==> config.mk <==
export PLATFORM = sky130hd
export DESIGN_NAME = gb_lcd_fb_writer
export DESIGN_NICKNAME = d
export VERILOG_FILES = /design/src/rtl/gb_lcd_fb_writer.sv
export SDC_FILE = /design/constraint.sdc
export NUM_CORES = 1
export LEC_CHECK = 0
export BUFFER_PORTS_ARGS = -buffer_cell sky130_fd_sc_hd__buf_2
export CORE_ASPECT_RATIO = 0.8
export CORE_MARGIN = 2
export CORE_UTILIZATION = 32
export CTS_CLUSTER_DIAMETER = 80
export CTS_CLUSTER_SIZE = 12
export DETAILED_ROUTE_END_ITERATION = 12
export HOLD_SLACK_MARGIN = 0.06
export PLACE_DENSITY = 0.47
export SETUP_SLACK_MARGIN = 0.5
export SLEW_MARGIN = 20
export SYNTH_ARGS = -nofsm -noshare
export SYNTH_HDL_FRONTEND = slang
export SYNTH_SLANG_ARGS = --single-unit
==> constraint.sdc <==
create_clock -name hclk -period 9.8 [get_ports hclk]
set_input_delay 0.49 -clock hclk [delete_from_list [all_inputs] [get_ports hclk]]
set_output_delay 0.49 -clock hclk [all_outputs]
set_load 0.01 [all_outputs]
==> src/rtl/gb_lcd_fb_writer.sv <==
// Game Boy LCD pixel stream to double-buffered 160x144 RGB555 framebuffer writer.
// A small show-ahead FIFO decouples the core strobe from framebuffer back-pressure.
module gb_lcd_fb_writer #(
  parameter int unsigned FIFO_DEPTH  = 4,
  parameter logic [14:0] BLANK_COLOR = 15'h7FFF
) (
  input  logic        hclk,
  input  logic        reset,
  input  logic        lcd_clkena,
  input  logic [14:0] lcd_data,
  input  logic [1:0]  lcd_mode,
  input  logic        lcd_on,
  input  logic        lcd_vsync,
  input  logic        fb_ready,
  input  logic        err_clr,
  output logic        fb_we,
  output logic [15:0] fb_addr,
  output logic [14:0] fb_wdata,
  output logic        display_bank,
  output logic        frame_done,
  output logic        drop_err,
  output logic        frame_err
);

  localparam int unsigned PtrW     = $clog2(FIFO_DEPTH);
  localparam logic [PtrW:0] DepthCnt = (PtrW+1)'(FIFO_DEPTH);
  localparam logic [14:0] FramePix = 15'd23040;
  localparam logic [14:0] LastPix  = 15'd23039;

  typedef enum logic [1:0] {StIdle, StActive, StBlank, StOff} state_e;

  state_e      state_q, state_d;
  logic        vsync_q;
  logic        wbank_q, wbank_d;
  logic        display_bank_q, display_bank_d;
  logic        pend_q, pend_d;
  logic        pend_bank_q, pend_bank_d;
  logic        frame_done_q, frame_done_d;
  logic        drop_err_q, drop_err_d;
  logic        frame_err_q, frame_err_d;
  logic [14:0] pix_cnt_q, pix_cnt_d, pix_cnt_inc;
  logic [14:0] blank_addr_q, blank_addr_d;

  logic [30:0]     mem [FIFO_DEPTH];
  logic [PtrW-1:0] wr_ptr_q, rd_ptr_q;
  logic [PtrW:0]   cnt_q, cnt_d;
  logic [30:0]     head;

  logic vsync_rise, fifo_empty, fifo_full, blank_wr, xfer, pop;
  logic accept, take, push, drop, frame_set, pend_set, full_frame;

  assign vsync_rise = lcd_vsync & ~vsync_q;
  assign fifo_empty = (cnt_q == '0);
  assign fifo_full  = (cnt_q == DepthCnt);
  assign head       = mem[rd_ptr_q];

  // Blank writes only start once every queued pixel has left the FIFO.
  assign blank_wr = (state_q == StBlank) & fifo_empty;
  assign fb_we    = ~fifo_empty | blank_wr;
  assign xfer     = fb_we & fb_ready;
  assign pop      = xfer & ~fifo_empty;

  assign accept = lcd_clkena & (lcd_mode == 2'd3) & lcd_on & (state_q == StActive);
  assign take   = accept & (pix_cnt_q != FramePix);
  assign push   = take & (~fifo_full | pop);
  assign drop   = take & fifo_full & ~pop;

  assign pix_cnt_inc = take ? pix_cnt_q + 15'd1 : pix_cnt_q;
  assign full_frame  = (pix_cnt_inc == FramePix);

  always_comb begin
    fb_addr  = '0;
    fb_wdata = '0;
    if (!fifo_empty) begin
      fb_addr  = head[30:15];
      fb_wdata = head[14:0];
    end else if (blank_wr) begin
      fb_addr  = {wbank_q, blank_addr_q};
      fb_wdata = BLANK_COLOR;
    end
  end

  always_comb begin
    cnt_d = cnt_q;
    case ({push, pop})
      2'b10:   cnt_d = cnt_q + 1'b1;
      2'b01:   cnt_d = cnt_q - 1'b1;
      default: cnt_d = cnt_q;
    endcase
  end

  always_comb begin
    state_d        = state_q;
    wbank_d        = wbank_q;
    display_bank_d = display_bank_q;
    pend_d         = pend_q;
    pend_bank_d    = pend_bank_q;
    frame_done_d   = 1'b0;
    pix_cnt_d      = pix_cnt_inc;
    blank_addr_d   = blank_addr_q;
    frame_set      = accept & ~take;
    pend_set       = 1'b0;

    unique case (state_q)
      StIdle: begin
        if (lcd_on && vsync_rise) begin
          state_d   = StActive;
          pix_cnt_d = '0;
        end
      end
      StActive: begin
        if (!lcd_on) begin
          state_d      = StBlank;
          blank_addr_d = '0;
        end else if (vsync_rise) begin
          pix_cnt_d = '0;
          if (full_frame) begin
            wbank_d  = ~wbank_q;
            pend_set = 1'b1;
          end else begin
            frame_set = 1'b1;
          end
        end
      end
      StBlank: begin
        if (blank_wr && fb_ready) begin
          if (blank_addr_q == LastPix) begin
            display_bank_d = wbank_q;
            wbank_d        = ~wbank_q;
            frame_done_d   = 1'b1;
            pend_d         = 1'b0;
            state_d        = lcd_on ? StIdle : StOff;
          end else begin
            blank_addr_d = blank_addr_q + 15'd1;
          end
        end
      end
      StOff: begin
        if (lcd_on) state_d = StIdle;
      end
      default: state_d = StIdle;
    endcase

    // Publish the completed bank once its last write leaves this cycle.
    if ((pend_q || pend_set) && (cnt_d == '0) && !blank_wr) begin
      display_bank_d = pend_set ? wbank_q : pend_bank_q;
      frame_done_d   = 1'b1;
      pend_d         = 1'b0;
    end else if (pend_set) begin
      pend_d      = 1'b1;
      pend_bank_d = wbank_q;
    end

    drop_err_d  = drop      ? 1'b1 : (err_clr ? 1'b0 : drop_err_q);
    frame_err_d = frame_set ? 1'b1 : (err_clr ? 1'b0 : frame_err_q);
  end

  always_ff @(posedge hclk or posedge reset) begin
    if (reset) begin
      state_q        <= StIdle;
      vsync_q        <= 1'b0;
      wbank_q        <= 1'b1;
      display_bank_q <= 1'b0;
      pend_q         <= 1'b0;
      pend_bank_q    <= 1'b0;
      frame_done_q   <= 1'b0;
      drop_err_q     <= 1'b0;
      frame_err_q    <= 1'b0;
      pix_cnt_q      <= '0;
      blank_addr_q   <= '0;
      wr_ptr_q       <= '0;
      rd_ptr_q       <= '0;
      cnt_q          <= '0;
    end else begin
      state_q        <= state_d;
      vsync_q        <= lcd_vsync;
      wbank_q        <= wbank_d;
      display_bank_q <= display_bank_d;
      pend_q         <= pend_d;
      pend_bank_q    <= pend_bank_d;
      frame_done_q   <= frame_done_d;
      drop_err_q     <= drop_err_d;
      frame_err_q    <= frame_err_d;
      pix_cnt_q      <= pix_cnt_d;
      blank_addr_q   <= blank_addr_d;
      cnt_q          <= cnt_d;
      if (push) wr_ptr_q <= wr_ptr_q + 1'b1;
      if (pop)  rd_ptr_q <= rd_ptr_q + 1'b1;
    end
  end

  always_ff @(posedge hclk) begin
    if (push) mem[wr_ptr_q] <= {wbank_q, pix_cnt_q, lcd_data};
  end

  assign display_bank = display_bank_q;
  assign frame_done   = frame_done_q;
  assign drop_err     = drop_err_q;
  assign frame_err    = frame_err_q;

endmodule

==> impl_metrics.ini <==
[min_path]
holdPathEnd = vsync_q$_DFF_PP0_
hp-class = in2reg
min_from = lcd_vsync
hold-path-cell-count = 1

[floorplanning]
die_h_microns = 141
start_util_pct = 32.5
coreArea_sq_um = 23300
dieArea_sq_um = 24900
die_w_microns = 176
num_rows = 50
pin_count = 60

[drt]
wirelength_mm = 16.9
drtIter0Drc = 266
drcViolationCount = 0
ant_nets = 0
wl_per_cell_microns = 18.1
viasPerCell = 4.92
num_vias = 4588
first_pass_iters = 4

[clock_network]
post_cts_buffers = 0
cts_buffers = 17
clock_latency_ps = 430
cts_hold_buffers = 0
tritoncts = built
clkTransAtPathRegs_ps = 70
cts_sinks = 171
root_buffer = clkbuf_16
cts_resized = 0
cts_max_level = 4
cts_buffer_depth = 2

[placement]
place_area_sq_um = 8200
dp_hpwl_mm = 10.5
port_buffers = 59
place_congestion = 0.786

[sta]
setup_viol = 0
rsz0062_at_grt = false
period_needed_ps = 4420
relSlewSlack_pct = 32.0
period_share_pct = 45.1
finClkSkew_ps = 15.5
hold_viol = 0
tns_ps = 0
drv_slew = 0
max_freq_mhz = 226
tightest_slew_ps = 1010

[setup_path]
critPathMaxStageDelay_ps = 480
cp_data_arrival_time_ps = 4740
crit_chain = inv_1 -> ha_1 -> or3b_2 -> nor4_4 -> or3_1 -> and2b_1 -> inv_1 -> ha_1 -> inv_1 -> fa_1 -> xor2_1 -> o21ai_0 -> and4b_1 -> nor4_1 -> mux2_2
r2r_start = pix_cnt_q[0]$_DFF_PP0_
crit_fanout = 10
r2r_setup_slack_ps = 5380
cpLargestDelayFamily = simple AND/OR/NAND/NOR gates
cp-end-kind = register
crit_start = pix_cnt_q[0]$_DFF_PP0_
reg2reg_to = pend_bank_q$_DFFE_PP0N_
start_kind = register
cp_slowest_cell = dfrtp_1
path_class = reg2reg
crit_top_cell = inv_1
cp.required_ps = 10120
r2r_cells = 15
path_buf_inv = 3

[yosys]
synth_edf_count = 124
seq_area_frac_synth_pct = 64.9
ys_top_cells_by_area = edfxtp_1 (49%), dfrtp_1 (15%), mux4_2 (9.2%), nand2_1 (4.1%), xnor2_1 (2.2%)
async_flop_share_pct = 27.5
postSynthAreaPerCell_sq_um = 13.7
synth_fp_nets = 583
synth_ff_type = edfxtp_1
syn_inst = 550
synth.ff_latch_count = 171
synth_area_sq_um = 7560
ys_warn_count = 0
yosysTopAreaCell = edfxtp_1
synth_cell_type_count = 49
synth_top_area_share_pct = 49.3

[finish]
fin_area_sq_um = 8800
n_antenna_cell = 0
drive_above_1_share_pct = 23.0
final_nets = 642
finish.utilization_pct = 37.8
final_common_cell = edfxtp_1
syn_to_final_growth_pct = 16.5
layout_common_cells = edfxtp_1 (124), nand2_1 (83), buf_2 (59)

[grt]
antenna_found_initial = 0
grt_pass1_wl_mm = 26.6
grt_overflow_total = 0
grt_pass1_vias = 4708
grt_usage_pct = 14.2
grt_max_degree = 48

[outcome]
status = finished clean

[power]
p_comb_share_pct = 24.6
leakagePower_nw = 3.16
intPower_mw = 1.43
p_sw_mw = 0.635
switching_share_pct = 30.8
seqPwrFrac_pct = 42.2
powerDensity_nw_per_um2 = 234
peakVddDrop_v = 0.000138
clkPwrFrac_pct = 33.2

[flow_run]
cap_violations = 0
-- per-layer routing --
layer / vias to the layer above / part of all wire [%] / GRT usage, %
li1: 2134 / - / -
met1: 2369 / 47 / 19.3
met2: 70 / 49 / 22.9
met3: 15 / 3.1 / 3.03
met4: 0 / 1.1 / 4.96
met5: - / 0 / 0
-- synth_stat cells, drive strengths merged (2+ instances only) --
master,instances
edfxtp,124
nand2,83
dfrtp,46
nor2,37
mux4,31
nand3,30
xnor2,19
clkbuf,18
xor2,16
inv,13
buf,12
o21ai,10
a21oi,9
nand4,9
nor4,9
and2,8
and3,8
ha,8
nor3,8
or3,8
nor2b,5
and4,4
nand2b,4
mux2i,3
nor3b,3
or4,3
a31oi,2
o31ai,2
or3b,2
or4b,2
-- worst max path at each step --
stage                                    to  slack [ps]  depth (start not counted)
finish              pend_bank_q$_DFFE_PP0N_        5380                         15
global route        pend_bank_q$_DFFE_PP0N_        5110                         15
CTS                 pend_bank_q$_DFFE_PP0N_        5370                         15
detailed placement  pend_bank_q$_DFFE_PP0N_        5370                         15
global placement    pend_bank_q$_DFFE_PP0N_        5590                         15
floorplan           pend_bank_q$_DFFE_PP0N_        5760                         18
-- cell type report --
class	count	area (sq um)
fillers	2242	14500
flip-flops and latches	171	4900
multi-input cells	336	2480
clock buffers	19	433
well taps	312	390
repair buffers	70	378
clock inverters	12	164
inverters	13	50.0
-- flip-flops by register name (all words and copies together) (netlist names), 2 cells and up --
| signal | count |
|---|---|
| cnt_q | 3 |
| wr_ptr_q | 2 |
| blank_addr_q | 15 |
| pix_cnt_q | 15 |
| state_q | 2 |
| rd_ptr_q | 2 |
| mem | 124 |
-- power groups by stage --
stage | clock (mW) | sequential, mW | combinational, mW
6_report | 0.685 | 0.870 | 0.507
5_1_grt | 0.733 | 0.878 | 0.566
4_1_cts | 0.704 | 0.872 | 0.522
3_5_place_dp | 0 | 0.887 | 0.521
3_3_place_gp | 0 | 0.885 | 0.517
2_1_floorplan | 0 | 0.838 | 0.371
-- metrics by stage --
| stage | hold WS [ps] | total power, mW | std cells | setup WS (ps) |
|---|---|---|---|---|
| after global placement | 466 | 1.40 | 902 | 5590 |
| after floorplan | 471 | 1.21 | 550 | 5760 |
| final | 179 | 2.06 | 933 | 5380 |
| after CTS | 158 | 2.10 | 933 | 5370 |
| after global routing | 159 | 2.18 | 933 | 5110 |
| after detailed placement | 471 | 1.41 | 902 | 5370 |
-- logic make-up (layout without fill, tap and decap cells) --
kind of cell / Yosys count / in the layout / synth area share, %
and+or+nand+nor: 226 / 226 / 14.9
DFF: 171 / 171 / 64.9
buffers and inverters: 43 / 114 / 2.40
xor gates and xnor gates: 35 / 35 / 4.06
muxes: 35 / 35 / 9.79
AOI/OAI and AO/OA: 31 / 31 / 2.45
adders and majority gates: 9 / 9 / 1.59
No activity file was read; power rests on OpenSTA's default activity.
